## src/rtl/des_sched_pkg.sv

```systemverilog
// Shared constants, descriptor layout and FSM encoding for the 3DES job scheduler.
package des_sched_pkg;

  localparam logic [1:0] MODE_ENC   = 2'b01;
  localparam logic [1:0] MODE_DEC   = 2'b10;
  localparam logic [2:0] ST_ILLEGAL = 3'b111;

  localparam int unsigned DESC_W = 22;

  typedef enum logic [2:0] {
    StIdle,
    StLoad,
    StRun,
    StDrain,
    StRecover
  } sched_state_e;

  typedef struct packed {
    logic [1:0] mode;
    logic [8:0] len;
    logic [8:0] dst;
    logic [1:0] tag;
  } job_desc_t;

  function automatic logic job_legal(logic [1:0] mode, logic [8:0] len);
    return ((mode == MODE_ENC) || (mode == MODE_DEC)) && (len != 9'd0);
  endfunction

endpackage

```

## src/rtl/job_fifo.sv

```systemverilog
// Descriptor queue: synchronous FIFO with wrap-bit pointers, async active-high reset.
module job_fifo import des_sched_pkg::*; #(
  parameter int unsigned DEPTH = 4,
  parameter int unsigned WIDTH = DESC_W
) (
  input  logic             clk,
  input  logic             reset,
  input  logic             push,
  input  logic [WIDTH-1:0] wdata,
  input  logic             pop,
  output logic [WIDTH-1:0] rdata,
  output logic             full,
  output logic             empty
);

  localparam int unsigned AW = $clog2(DEPTH);
  localparam logic [AW:0] PTR_ONE = {{AW{1'b0}}, 1'b1};

  logic [AW:0]      wptr_q, rptr_q;
  logic [WIDTH-1:0] mem_q [DEPTH];

  always_ff @(posedge clk or posedge reset) begin
    if (reset) begin
      wptr_q <= '0;
      rptr_q <= '0;
    end else begin
      if (push && !full) wptr_q <= wptr_q + PTR_ONE;
      if (pop && !empty) rptr_q <= rptr_q + PTR_ONE;
    end
  end

  always_ff @(posedge clk) begin
    if (push && !full) mem_q[wptr_q[AW-1:0]] <= wdata;
  end

  assign rdata = mem_q[rptr_q[AW-1:0]];
  assign empty = (wptr_q == rptr_q);
  // Same slot, different lap: the queue is full.
  assign full  = (wptr_q[AW-1:0] == rptr_q[AW-1:0]) && (wptr_q[AW] != rptr_q[AW]);

endmodule

```

## src/rtl/des_job_sched.sv

```systemverilog
// Job scheduler for the 3DES datapath: queues host descriptors, runs them one at a time,
// posts completion records and recovers a hung engine through a watchdog and soft reset.
module des_job_sched import des_sched_pkg::*; #(
  parameter int unsigned DEPTH      = 4,
  parameter int unsigned TIMEOUT    = 4096,
  parameter int unsigned RST_CYCLES = 2
) (
  input  logic       clk,
  input  logic       reset,
  input  logic       job_valid,
  output logic       job_ready,
  input  logic [1:0] job_mode,
  input  logic [8:0] job_len,
  input  logic [8:0] job_dst,
  output logic [1:0] job_tag,
  output logic [1:0] eng_start,
  output logic [8:0] eng_length,
  output logic [8:0] eng_dst,
  input  logic [2:0] eng_stop,
  output logic       eng_srst,
  output logic       done_valid,
  output logic [1:0] done_tag,
  output logic [2:0] done_status,
  output logic       done_timeout,
  output logic       busy
);

  localparam int unsigned CW = $clog2(TIMEOUT);
  localparam logic [CW-1:0] CNT_ONE   = CW'(1);
  localparam logic [CW-1:0] WDOG_LAST = CW'(TIMEOUT - 1);
  localparam logic [CW-1:0] SRST_LAST = CW'(RST_CYCLES - 1);

  sched_state_e state_q, state_d;
  job_desc_t    work_q, work_d, head, push_desc;
  logic [CW-1:0] cnt_q, cnt_d;
  logic [2:0]   stop_q, stop_d;
  logic [1:0]   tag_q, pend_tag_q;
  logic         pend_q;
  logic         fifo_full, fifo_empty, pop;
  logic         accept, ill_now, fsm_post, fsm_timeout;
  logic         done_valid_q, done_timeout_q;
  logic [1:0]   done_tag_q;
  logic [2:0]   done_status_q;

  // A held illegal report blocks new pushes so it cannot be overtaken.
  assign job_ready = !fifo_full && !pend_q;
  assign job_tag   = tag_q;
  assign accept    = job_valid && job_ready;
  assign ill_now   = accept && !job_legal(job_mode, job_len);
  assign busy      = (state_q != StIdle) || !fifo_empty;
  assign push_desc = '{mode: job_mode, len: job_len, dst: job_dst, tag: tag_q};

  job_fifo #(
    .DEPTH(DEPTH),
    .WIDTH(DESC_W)
  ) u_fifo (
    .clk   (clk),
    .reset (reset),
    .push  (accept && !ill_now),
    .wdata (push_desc),
    .pop   (pop),
    .rdata (head),
    .full  (fifo_full),
    .empty (fifo_empty)
  );

  always_ff @(posedge clk or posedge reset) begin
    if (reset) state_q <= StIdle;
    else       state_q <= state_d;
  end

  always_comb begin
    state_d     = state_q;
    work_d      = work_q;
    cnt_d       = cnt_q + CNT_ONE;
    stop_d      = stop_q;
    pop         = 1'b0;
    fsm_post    = 1'b0;
    fsm_timeout = 1'b0;
    unique case (state_q)
      StIdle: begin
        cnt_d = '0;
        if (!fifo_empty) begin
          pop     = 1'b1;
          work_d  = head;
          state_d = StLoad;
        end
      end
      StLoad: begin
        cnt_d   = '0;
        state_d = StRun;
      end
      StRun: begin
        // A stop report on the final watchdog cycle still counts as a normal finish.
        if (eng_stop != 3'b000) begin
          stop_d  = eng_stop;
          cnt_d   = '0;
          state_d = StDrain;
        end else if (cnt_q == WDOG_LAST) begin
          cnt_d   = '0;
          state_d = StRecover;
        end
      end
      StDrain: begin
        if (eng_stop == 3'b000) begin
          fsm_post = 1'b1;
          state_d  = StIdle;
        end else if (cnt_q == WDOG_LAST) begin
          cnt_d   = '0;
          state_d = StRecover;
        end
      end
      StRecover: begin
        if (cnt_q == SRST_LAST) begin
          fsm_post    = 1'b1;
          fsm_timeout = 1'b1;
          state_d     = StIdle;
        end
      end
      default: state_d = StIdle;
    endcase
  end

  always_comb begin
    eng_start  = 2'b00;
    eng_length = '0;
    eng_dst    = '0;
    eng_srst   = 1'b0;
    unique case (state_q)
      StLoad, StDrain: begin
        eng_length = work_q.len;
        eng_dst    = work_q.dst;
      end
      StRun: begin
        eng_length = work_q.len;
        eng_dst    = work_q.dst;
        if (eng_stop == 3'b000) eng_start = work_q.mode;
      end
      StRecover: begin
        eng_length = work_q.len;
        eng_dst    = work_q.dst;
        eng_srst   = 1'b1;
      end
      default: ;
    endcase
  end

  always_ff @(posedge clk or posedge reset) begin
    if (reset) begin
      work_q         <= '0;
      cnt_q          <= '0;
      stop_q         <= '0;
      tag_q          <= '0;
      pend_q         <= 1'b0;
      pend_tag_q     <= '0;
      done_valid_q   <= 1'b0;
      done_tag_q     <= '0;
      done_status_q  <= '0;
      done_timeout_q <= 1'b0;
    end else begin
      work_q <= work_d;
      cnt_q  <= cnt_d;
      stop_q <= stop_d;
      if (accept) tag_q <= tag_q + 2'd1;
      pend_q <= ill_now && fsm_post;
      if (ill_now && fsm_post) pend_tag_q <= tag_q;
      done_valid_q <= fsm_post || pend_q || ill_now;
      if (fsm_post) begin
        done_tag_q     <= work_q.tag;
        done_status_q  <= fsm_timeout ? 3'b000 : stop_q;
        done_timeout_q <= fsm_timeout;
      end else if (pend_q || ill_now) begin
        done_tag_q     <= pend_q ? pend_tag_q : tag_q;
        done_status_q  <= ST_ILLEGAL;
        done_timeout_q <= 1'b0;
      end else begin
        done_tag_q     <= '0;
        done_status_q  <= '0;
        done_timeout_q <= 1'b0;
      end
    end
  end

  assign done_valid   = done_valid_q;
  assign done_tag     = done_tag_q;
  assign done_status  = done_status_q;
  assign done_timeout = done_timeout_q;

endmodule

```

## config.mk

```make
export PLATFORM = sky130hd
export DESIGN_NAME = des_job_sched
export DESIGN_NICKNAME = d
export VERILOG_FILES = /design/src/rtl/des_sched_pkg.sv /design/src/rtl/job_fifo.sv /design/src/rtl/des_job_sched.sv
export SDC_FILE = /design/constraint.sdc
export NUM_CORES = 1
export LEC_CHECK = 0
export BUFFER_PORTS_ARGS = -buffer_cell sky130_fd_sc_hd__buf_2
export CELL_PAD_IN_SITES_DETAIL_PLACEMENT = 0
export CELL_PAD_IN_SITES_GLOBAL_PLACEMENT = 1
export CORE_MARGIN = 2
export CORE_UTILIZATION = 47
export CTS_BUF_LIST = sky130_fd_sc_hd__clkbuf_8
export CTS_CLUSTER_SIZE = 20
export DETAILED_ROUTE_END_ITERATION = 8
export GPL_TIMING_DRIVEN = 0
export PLACE_DENSITY_LB_ADDON = 0.1
export SYNTH_ARGS = -nofsm -noshare
export SYNTH_HDL_FRONTEND = slang
export SYNTH_SLANG_ARGS = --single-unit
export TNS_END_PERCENT = 100
```

## constraint.sdc

```tcl
create_clock -name clk -period 2.1 [get_ports clk]
set_input_delay 0.42 -clock clk [delete_from_list [all_inputs] [get_ports clk]]
set_output_delay 0.42 -clock clk [all_outputs]
set_load 0.01 [all_outputs]
```

== Word-level counts from Yosys, hierarchy flattened ==
Memory sizes are Yosys's and may differ from the RTL's. A register that Yosys moved wholly into a read port is not among the register bits.
Index checks and enable logic that the tools add are counted.

* Add/sub/neg operators: 4
* Multipliers: 0
* Divide/modulo/power cells: 0
* $lt $le $gt $ge: 0
* Equal/unequal tests: 13
* Shift-type cells: 0
* Multiplexer cells: 30
* Bitwise logic cells: 1
* Reductions and logical operators: 29

{| class="wikitable"
|+ Operators by type and width
! cell !! count
|-
| 12-bit two-way mux || 3
|-
| 12-bit case mux with 3 select lines || 1
|-
| 3-bit two-way mux || 8
|-
| 9-bit two-way mux || 2
|-
| 3-bit case mux with 5 select lines || 1
|-
| 12-bit by 1-bit adder with 12-bit output (second input constant) || 1
|-
| 12-bit by 1-bit equality test with 1-bit output (second input constant) || 1
|-
| 12-bit equality test (second input constant) || 1
|-
| 2-bit two-way mux || 5
|-
| 1-bit logical AND || 9
|-
| 1-bit two-way mux || 9
|-
| 9-bit nonzero test || 1
|-
| 3-bit by 1-bit adder with 3-bit output (second input constant) || 2
|-
| 3-bit by 2-bit equality test with 1-bit output (second input constant) || 2
|-
| 3-bit zero test || 2
|-
| 2-bit AND reduction || 3
|-
| 3-bit nonzero test || 2
|-
| 1-bit zero test || 5
|-
| 1-bit logical OR || 5
|-
| 2-bit inequality test (second input constant) || 2
|-
| 4-bit OR reduction || 1
|-
| 3-bit by 1-bit equality test with 1-bit output (second input constant) || 1
|-
| 3-bit equality test || 1
|-
| 3-bit equality test (second input constant) || 1
|-
| other kinds (8) || 8
|}

* Bits in registers: 36
* Latch bits: 0
* Bits in writable memories: 88
* Bits in read-only memories: 0
* Input bits: 26
* Output and inout bits: 32
* Memories: 1

{| class="wikitable"
|+ Memory list
! memory !! words !! width !! rd ports !! clocked after memory_dff !! write ports !! line !! RTL
|-
| u_fifo.mem_q || 4 || 22 || 1 || 1 || 1 || job_fifo.sv:20 || <nowiki>logic [WIDTH-1:0] mem_q [DEPTH];</nowiki>
|}

== Longest topological paths before layout ==
Gate-level depths: netlist of the first run.

* Depth in word-level cells: 11
* Mapped depth: 7

== Hierarchy ==
From an unflattened synthesis of the first run, not the netlist that was laid out.

* Cells, all modules: 376
* Area total of the unflattened synthesis: 6109.6 um2

{| class="wikitable"
|+ By module, submodules not included
! module !! instances !! cells an instance !! area an instance (um2) !! seq. area each (um2)
|-
| job_fifo || 1 || 165 || 3689.8 || 2792.7
|-
| des_job_sched || 1 || 211 || 2419.8 || 1301.2
|}

== Least setup slack after synthesis of the first run ==
Ideal clock, no wire load.

* Path type: flip-flop to flip-flop
* Start: register u_fifo.rptr_q[1]
* End: memory u_fifo.mem_q[3][0] (netlist bit), enable pin
* Library setup time: 382 ps
* Arrival time: 1738 ps
* Required time: 1718 ps
* Setup slack: -20 ps
* Stages on the path, launching flop included: 5
* Cells stage by stage: dfrtp_1 > buf_4 > xor2_1 > o31a_1 > and3_1

* Cells in the longest elaborated chain, start to end: 11

{| class="wikitable"
|+ Ends and longest elaborated chain
! item !! line !! RTL
|-
| start: declaration || job_fifo.sv:19 || <nowiki>logic [AW:0] wptr_q, rptr_q;</nowiki>
|-
| start signal: assignment || job_fifo.sv:28 || <nowiki>if (pop && !empty) rptr_q <= rptr_q + PTR_ONE;</nowiki>
|-
| 2-bit equality test (*) || job_fifo.sv:39 || <nowiki>assign full = (wptr_q[AW-1:0] == rptr_q[AW-1:0]) && (wptr_q[AW] != rptr_q[AW]);</nowiki>
|-
| 1-bit logical AND (*) || job_fifo.sv:39 ||
|-
| 1-bit zero test (*) || job_fifo.sv:33, des_job_sched.sv:46 ||
|-
| 1-bit logical AND || des_job_sched.sv:46 || <nowiki>assign job_ready = !fifo_full && !pend_q;</nowiki>
|-
| 1-bit logical AND || des_job_sched.sv:48 || <nowiki>assign accept = job_valid && job_ready;</nowiki>
|-
| 1-bit logical AND || des_job_sched.sv:49 || <nowiki>assign ill_now = accept && !job_legal(job_mode, job_len);</nowiki>
|-
| 1-bit zero test || des_job_sched.sv:59 || <nowiki>.push (accept && !ill_now),</nowiki>
|-
| 1-bit logical AND || des_job_sched.sv:59 ||
|-
| 1-bit logical AND (*) || job_fifo.sv:33 || <nowiki>if (push && !full) mem_q[wptr_q[AW-1:0]] <= wdata;</nowiki>
|-
| 1-bit two-way mux (*) || job_fifo.sv:33 ||
|-
| 1-bit two-way mux (not written as such) (*) || job_fifo.sv:33 ||
|-
| end: declaration || job_fifo.sv:20 ||
|}

Mark *: on every way between the ends. The rest lies on a longest branch, timed or not.

== Final worst setup path of the first run ==
* Start: register state_q[1]
* End: output busy

* Cells in the longest elaborated chain, start to end: 2

{| class="wikitable"
|+ Ends and longest elaborated chain
! item !! line !! RTL
|-
| start: declaration || des_job_sched.sv:33 || <nowiki>sched_state_e state_q, state_d;</nowiki>
|-
| start signal: assignment || des_job_sched.sv:68 || <nowiki>if (reset) state_q <= StIdle;</nowiki>
|-
| start signal: assignment || des_job_sched.sv:69 || <nowiki>else state_q <= state_d;</nowiki>
|-
| 3-bit nonzero test || des_job_sched.sv:50 || <nowiki>assign busy = (state_q != StIdle) || !fifo_empty;</nowiki>
|-
| 1-bit logical OR || des_job_sched.sv:50 ||
|-
| end: declaration || des_job_sched.sv:25 || <nowiki>output logic busy</nowiki>
|}

Every way passes these cells.

==> impl_results.md, run 1 <==
- Slew margin rel.: 0.5478
- Vias in the first global route: 3,509
- Crit path DAT: 1.78 ns
- Die X: 117.6 um
- Clk_skew: 0.008551 ns
- Max-slew violation count: 0
- CTS sink cnt: 146
- Worst reg2reg path depth: 4
- CTS tree: built
- Vias per Instance: 5.372
- Leakage power: 2.833 nW
- # setup viols final: 19
- Cells after Synth: 370
- Reg-to-Reg Start: u_fifo.rptr_q[1]$_DFFE_PP0P_
- Synth Net Count: 403
- CP max-delay cell: or3_4
- Max Fanout on Critical Path: 4
- Comb power frac: 0.331
- Fill cells: 1,061
- Fmax: 0.4540 GHz
- Mux cell area share after synthesis: 0.1313
- Cell internal pwr: 6.167 mW
- Cell with the most instances on the worst path: or3_4
- Critical path origin: state_q[1]$_DFFE_PP0P_
- R2R Setup Slk: 0.09 ns
- Worst Setup End Kind: output pin
- CP Cell Sequence: or3_4, or3_4, buf_6
- Synth Area in Compound Gates: 0.04144
- Seq pwr share: 0.448
- Synthesized area: 6068 um^2
- Core ar.: 12,620 um^2
- Antenna fix cells: 0
- Hold WC Path Type: primary input to flip-flop
- Status: complete, but fails checks
- EDFF count, synth: 88
- Post-DP Area: 6590 um^2
- Pin count of the biggest net entering global routing: 43
- Post-Synth Simple-Gate Area: 0.08392
- Final Hold Vio Count: 0
- GRT Total Usage: 0.1785
- Cell type with the highest aggregate area in the netlist: edfxtp_1
- Syn avg cell area: 16.40 um^2
- Worst hold slack: 0.1809 ns
- Share of layout cells above drive strength 1: 0.4292
- # DRC: 0
- Startpoint Class: flip-flop
- PwrDens: 1232 nW/um^2
- Post-synth cell types: 46
- I/O Buffers: 57
- Via count: 3,465
- Critical Path RT: 1.68 ns
- Worst setup margin: -0.1028 ns
- Max VDD drop: 809.6 uV
- Synth warnings: 0
- Post-route setup TNS: -1.202 ns
- Most frequent cell after synthesis: edfxtp_1
- Hold path cells: 1
- Synth-to-layout area growth: 21.61%
- Ranking of synthesized cells by area: edfxtp_1, dfrtp_1, mux4_2, mux2_2, and3_1
- Sw Ratio: 0.3215
- Root buffer cell: clkbuf_8
- Worst-Margin Slew: 0.6761 ns
- Failing checks: setup timing
- Sequential share of the synthesized area: 0.6746
- Top cell family by delay on the critical path: simple AND/OR/NAND/NOR gates
- GPL Wtd Cong: 0.7462
- DP HPWL: 7188 um
- Post-synthesis adder-cell area fraction: 0.01443
- Async set or reset register ratio after synthesis: 0.3973
- Die Ht: 117.6 um
- Ys flop type: edfxtp_1
- Wirelength per Cell: 18.60 um
- Die area: 13,840 um^2
- Clock Latency Late Sink: 0.44 ns
- Xor/xnor cell area share of the yosys netlist: 0.03299
- CP Buf/Inv Count: 1
- Inst Count DP: 600
- Synth top area share: 0.4355
- Antenna violations before repair: 0
- Synth cell count leaders: edfxtp_1, dfrtp_1, and3_1
- Clock Power Share: 0.221
- Pre-antenna DRT Iters: 4
- Slowest stage delay, CP: 0.44 ns
- Total gr overflow: 0
- Initial DRC count: 240
- MaxCap Viol Count: 0
- RSZ-0062 raised after global routing: yes
- First-pass GRT wire length: 18,610 um
- Switching pwr: 2.923 mW
- CTS Buf Count: 17
- Reg clk slew, reported paths: 0.09 ns
- Row Count: 41
- Nets: 493
- CP Class: flip-flop to output pin
- Multi-input gate area: 2082 um^2
- Setup WS pre-CTS: -0.7583 ns
- Setup crit end: busy
- Synthesized flop and latch total: 146
- Fin crit share: 1.049
- Initial core utilization: 0.4809
- Reg-to-reg endpoint: u_fifo.mem_q[1][1]$_DFFE_PP_
- # IOs: 58
- Tmin final: 2.203 ns
- Main combinational cell family by area after synthesis: multiplexers
- Clock Path Buffers: 2
- Layout Cell Area excl Fill: 7380 um^2
- Depth of the CTS H-tree: 4
- Routed Antenna Nets: 0
- Routed wire length: 12,000 um
- Non-filler cells in the finished layout: 645
- Reg area: 4099 um^2
- CP Depth: 3
==> worst register-to-register path, stage by stage, from the launching register on <==
cell and delay, ns:
dfrtp_1 0.40, buf_6 0.16, xor2_2 0.31, o31a_2 0.33
and3_2 0.47
==> metal layers <==
| metal | vias up | part of all wire | global-route usage |
|---|---|---|---|
| li1 | 1605 | - | - |
| met1 | 1766 | 0.45 | 0.2365 |
| met2 | 80 | 0.49 | 0.2823 |
| met3 | 14 | 0.045 | 0.05572 |
| met4 | 0 | 0.014 | 0.05873 |
| met5 | - | 0 | 0 |
==> cell families after synthesis <==
family	Yosys count
simple gates	88
compound gates	32
buf+inv	26
fa+ha+maj	7
flops	146
mux	49
xor+xnor	22
==> sequential cells by signal (all words and copies together), names as in the netlist <==
register	cells
u_fifo.mem_q	88
work_q	22
cnt_q	12
done_status	3
state_q	3
stop_q	3
u_fifo.rptr_q	3
u_fifo.wptr_q	3
done_tag	2
job_tag	2
pend_tag_q	2
done_timeout	1
done_valid	1
pend_q	1
==> cell type report <==
cell class / count / share of cell area
clock buffers: 17 / 0.03171
inverters: 9 / 0.004578
flip-flops and latches: 146 / 0.5554
well taps: 172 / 0.02916
repair buffers: 69 / 0.06324
plain buffers: 15 / 0.01729
clock inverters: 15 / 0.01645
multi-input cells: 202 / 0.2821
==> metrics by stage <==
stage               power [mW]  utilization
detailed placement       6.500       0.5222
floorplan                5.747            -
finish                   9.090       0.5848
CTS                      8.837       0.5708
global route             9.602       0.5848
global placement         6.436       0.5206
==> cells in the final DEF, fill, tap and decap left out, drive strengths merged, types with 10 or more instances in the layout <==
cell    instances
xor2           10
nand2          13
o21ai          11
clkbuf         21
dfrtp          58
and3           32
mux4           22
buf            79
edfxtp         88
mux2           25
inv            18
xnor2          12
nor2           14
==> what timing repair did <==
item	4_1_cts	5_1_grt
hold endpoints to repair	16	0
hold buffers	1	0
pin swaps	7	14
buffers inserted	8	2
gates cloned	0	4
setup endpoints to repair	111	112
resized for setup	42	27
==> power groups by stage <==
stage / Clock [mW] / Combinational [mW] / Sequential [mW]
2_1_floorplan: 0 / 1.74 / 4.01
3_3_place_gp: 0 / 2.38 / 4.06
3_5_place_dp: 0 / 2.42 / 4.08
4_1_cts: 2.06 / 2.73 / 4.05
5_1_grt: 2.20 / 3.25 / 4.16
6_report: 2.01 / 3.01 / 4.08
==> worst min-delay path by stage <==
stage / slack, ns / from / to
after detailed placement: 0.45 / reset / work_q[5]$_DFFE_PP0P_
final: 0.18 / job_dst[3] / u_fifo.mem_q[3][5]$_DFFE_PP_
after CTS: 0.15 / job_dst[3] / u_fifo.mem_q[3][5]$_DFFE_PP_
after global placement: 0.47 / cnt_q[0]$_DFF_PP0_ / cnt_q[0]$_DFF_PP0_
after floorplan: 0.45 / cnt_q[0]$_DFF_PP0_ / cnt_q[0]$_DFF_PP0_
after global routing: 0.15 / job_dst[3] / u_fifo.mem_q[3][5]$_DFFE_PP_
Note: power is estimated with default switching activity, not from simulation.
==> run 2, diff against run 1 <==
--- a/config.mk
+++ b/config.mk
@@ -8,6 +8,7 @@
 export BUFFER_PORTS_ARGS = -buffer_cell sky130_fd_sc_hd__buf_2
 export CELL_PAD_IN_SITES_DETAIL_PLACEMENT = 0
 export CELL_PAD_IN_SITES_GLOBAL_PLACEMENT = 1
+export CORE_ASPECT_RATIO = 0.75
 export CORE_MARGIN = 2
 export CORE_UTILIZATION = 47
 export CTS_BUF_LIST = sky130_fd_sc_hd__clkbuf_8
==> impl_results.md, run 2 (synthesis results as in run 1) <==
- Status: complete, but fails checks (unchanged)
- Failing checks: setup timing (unchanged)
- Hold WC Path Type: primary input to flip-flop (unchanged)
- Inst Count DP: 594 (was 600)
- First-pass GRT wire length: 18,620 um (was 18,610 um)
- Clock Latency Late Sink: 0.44 ns (about the same)
- CTS tree: built (unchanged)
- Non-filler cells in the finished layout: 643 (was 645)
- Reg-to-Reg Start: u_fifo.rptr_q[0]$_DFFE_PP0P_ (was u_fifo.rptr_q[1]$_DFFE_PP0P_)
- Die X: 135.2 um (was 117.6 um)
- Fin crit share: 1.047 (was 1.049)
- Total gr overflow: 0 (unchanged)
- Max reg flops: 88 (unchanged)
- Worst Setup End Kind: output pin (unchanged)
- Max-slew violation count: 0 (unchanged)
- MaxCap Viol Count: 0 (unchanged)
- I/O Buffers: 57 (unchanged)
- Reg-to-reg endpoint: u_fifo.mem_q[2][4]$_DFFE_PP_ (was u_fifo.mem_q[1][1]$_DFFE_PP_)
- Antenna fix cells: 0 (unchanged)
- M3 GR Usage: 0.03968 (was 0.05572)
- Final Hold Vio Count: 0 (unchanged)
- Max VDD drop: 631.1 uV (was 809.6 uV)
- CP Class: flip-flop to output pin (unchanged)
- Routed wire length: 12,200 um (was 12,000 um)
- Comb power frac: 0.329 (was 0.331)
- Cell internal pwr: 6.395 mW (was 6.167 mW)
- Post-route setup TNS: -1.026 ns (was -1.202 ns)
- Leakage power: 2.894 nW (was 2.833 nW)
- Clock Path Buffers: 2 (unchanged)
- Clk_skew: 0.01562 ns (was 0.008551 ns)
- Synth-to-layout area growth: 23.71% (was 21.61%)
- Clock Power Share: 0.233 (was 0.221)
- CTS Buf Count: 17 (unchanged)
- GRT busiest layer: met2 (unchanged)
- Worst reg2reg path depth: 4 (unchanged)
- Core ar.: 12,440 um^2 (was 12,620 um^2)
- # IOs: 58 (unchanged)
- Initial DRC count: 197 (was 240)
- Pin count of the biggest net entering global routing: 41 (was 43)
- Sw Ratio: 0.3164 (was 0.3215)
- Reg clk slew, reported paths: 0.09 ns (about the same)
- Depth of the CTS H-tree: 4 (unchanged)
- Worst setup margin: -0.09915 ns (was -0.1028 ns)
- Critical Path RT: 1.68 ns (about the same)
- Die area: 13,850 um^2 (was 13,840 um^2)
- Via count: 3,478 (was 3,465)
- R2R Setup Slk: 0.11 ns (was 0.09 ns)
- Row Count: 35 (was 41)
- Most common cell after layout, fill and taps aside: edfxtp_1 (unchanged)
- Pre-antenna DRT Iters: 4 (unchanged)
- Worst-Margin Slew: 0.6733 ns (was 0.6761 ns)
- Vias per Instance: 5.409 (was 5.372)
- Hold path cells: 1 (unchanged)
- Crit path DAT: 1.78 ns (about the same)
- Tmin final: 2.199 ns (was 2.203 ns)
- DP HPWL: 7401 um (was 7188 um)
- Routing usage on met2: 0.2944 (was 0.2823)
- Die Ht: 102.4 um (was 117.6 um)
- Met1 global-route usage: 0.2587 (was 0.2365)
- Max Fanout on Critical Path: 5 (was 4)
- Switching pwr: 2.959 mW (was 2.923 mW)
- Setup WS pre-CTS: -0.7988 ns (was -0.7583 ns)
- PwrDens: 1246 nW/um^2 (was 1232 nW/um^2)
- Initial core utilization: 0.4879 (was 0.4809)
- CTS sink cnt: 146 (unchanged)
- # DRC: 0 (unchanged)
- Nets: 497 (was 493)
- Seq pwr share: 0.438 (was 0.448)
- Fmax: 0.4547 GHz (was 0.4540 GHz)
- Slew margin rel.: 0.5497 (was 0.5478)
- Antenna violations before repair: 0 (unchanged)
- Most frequent cells in the layout: edfxtp_1, dfrtp_1, buf_2, mux2_2 (was edfxtp_1, dfrtp_1, buf_2, mux2_2, mux4_2)
- Vias in the first global route: 3,475 (was 3,509)
- Wirelength per Cell: 18.98 um (was 18.60 um)
- Endpoint, Worst Hold: u_fifo.mem_q[3][5]$_DFFE_PP_ (unchanged)
- Share of layout cells above drive strength 1: 0.4486 (was 0.4292)
- Start point of the worst hold path: job_dst[3] (unchanged)
- Root buffer cell: clkbuf_8 (unchanged)
- Routed Antenna Nets: 0 (unchanged)
- GRT Total Usage: 0.1853 (was 0.1785)
- GPL Wtd Cong: 0.8148 (was 0.7462)
- Startpoint Class: flip-flop (unchanged)
- # setup viols final: 19 (unchanged)
- RSZ-0062 raised after global routing: yes (unchanged)
run 2: cell types whose count changed in the layout (fill, tap and decap cells not counted), sizes merged:
| cell | change |
|---|---|
| inv | +2 |
| and3 | -1 |
| bufinv | +1 |
| clkinv | -1 |
| clkinvlp | -2 |
| clkbuf | +2 |
| buf | +3 |
run 2: power groups by stage:
stage	clock network [mW]	logic (mW)	registers [mW]
6_report	2.18	3.07	4.10
5_1_grt	2.35	3.33	4.17
4_1_cts	2.24	2.95	4.09
3_5_place_dp	0	2.40	4.11
3_3_place_gp	0	2.36	4.08
2_1_floorplan	0	1.74	4.01
run 2: metal layers:
layer | routed length, um | vias up | share of wire
met5 | 0 | - | 0
met4 | 133 | 0 | 0.011
met3 | 553 | 18 | 0.045
met2 | 5791 | 71 | 0.47
met1 | 5726 | 1773 | 0.47
li1 | - | 1616 | -
run 2: stage by stage:
step	hold slack, ns	util	power [mW]	area, um^2
5_1_grt	0.1726	0.6036	9.860	7507
3_5_place_dp	0.4510	0.5293	6.506	6583
6_report	0.1920	0.6036	9.354	7507
3_3_place_gp	0.4687	0.5277	6.444	6563
4_1_cts	0.1669	0.5924	9.281	7367
2_1_floorplan	0.4504	-	5.747	6070
run 2: area by class of cell:
class | count | area [um^2]
Buffer | 15 | 122.6
Clock buffer | 17 | 234.0
Clock inverter | 15 | 158.9
Fill cell | 996 | 4930
Inverter | 9 | 33.78
Multi-Input combinational cell | 201 | 2103
Sequential cell | 146 | 4099
Tap cell | 166 | 207.7
Timing Repair Buffer | 74 | 548.0
run 2: worst max-delay path by stage:
stage | from | end | slack (ns) | depth (start not counted)
final | state_q[1]$_DFFE_PP0P_ | busy | -0.1 | 3
after global routing | u_fifo.rptr_q[0]$_DFFE_PP0P_ | busy | -0.18 | 5
after CTS | state_q[1]$_DFFE_PP0P_ | busy | -0.16 | 3
after detailed placement | job_mode[1] | u_fifo.mem_q[0][5]$_DFFE_PP_ | -0.80 | 4
after global placement | job_mode[0] | u_fifo.mem_q[1][5]$_DFFE_PP_ | -0.76 | 4
after floorplan | u_fifo.rptr_q[1]$_DFFE_PP0P_ | u_fifo.mem_q[0][0]$_DFFE_PP_ | 0.01 | 4
run 2: repair_timing:
action                                 4_1_cts  5_1_grt
resized for setup                           63       16
endpoints found under the hold margin       18        0
gates cloned                                 2        2
hold buffers                                 1        0
setup endpoints to repair                  111      102
buffers inserted                             8        6
pin swaps                                   14        4
run 2: worst max-delay path, cell delays in order, from the launching register on:
cell and delay (ns):
dfrtp_1 0.42, or3_4 0.45, or3_1 0.34, buf_2 0.15
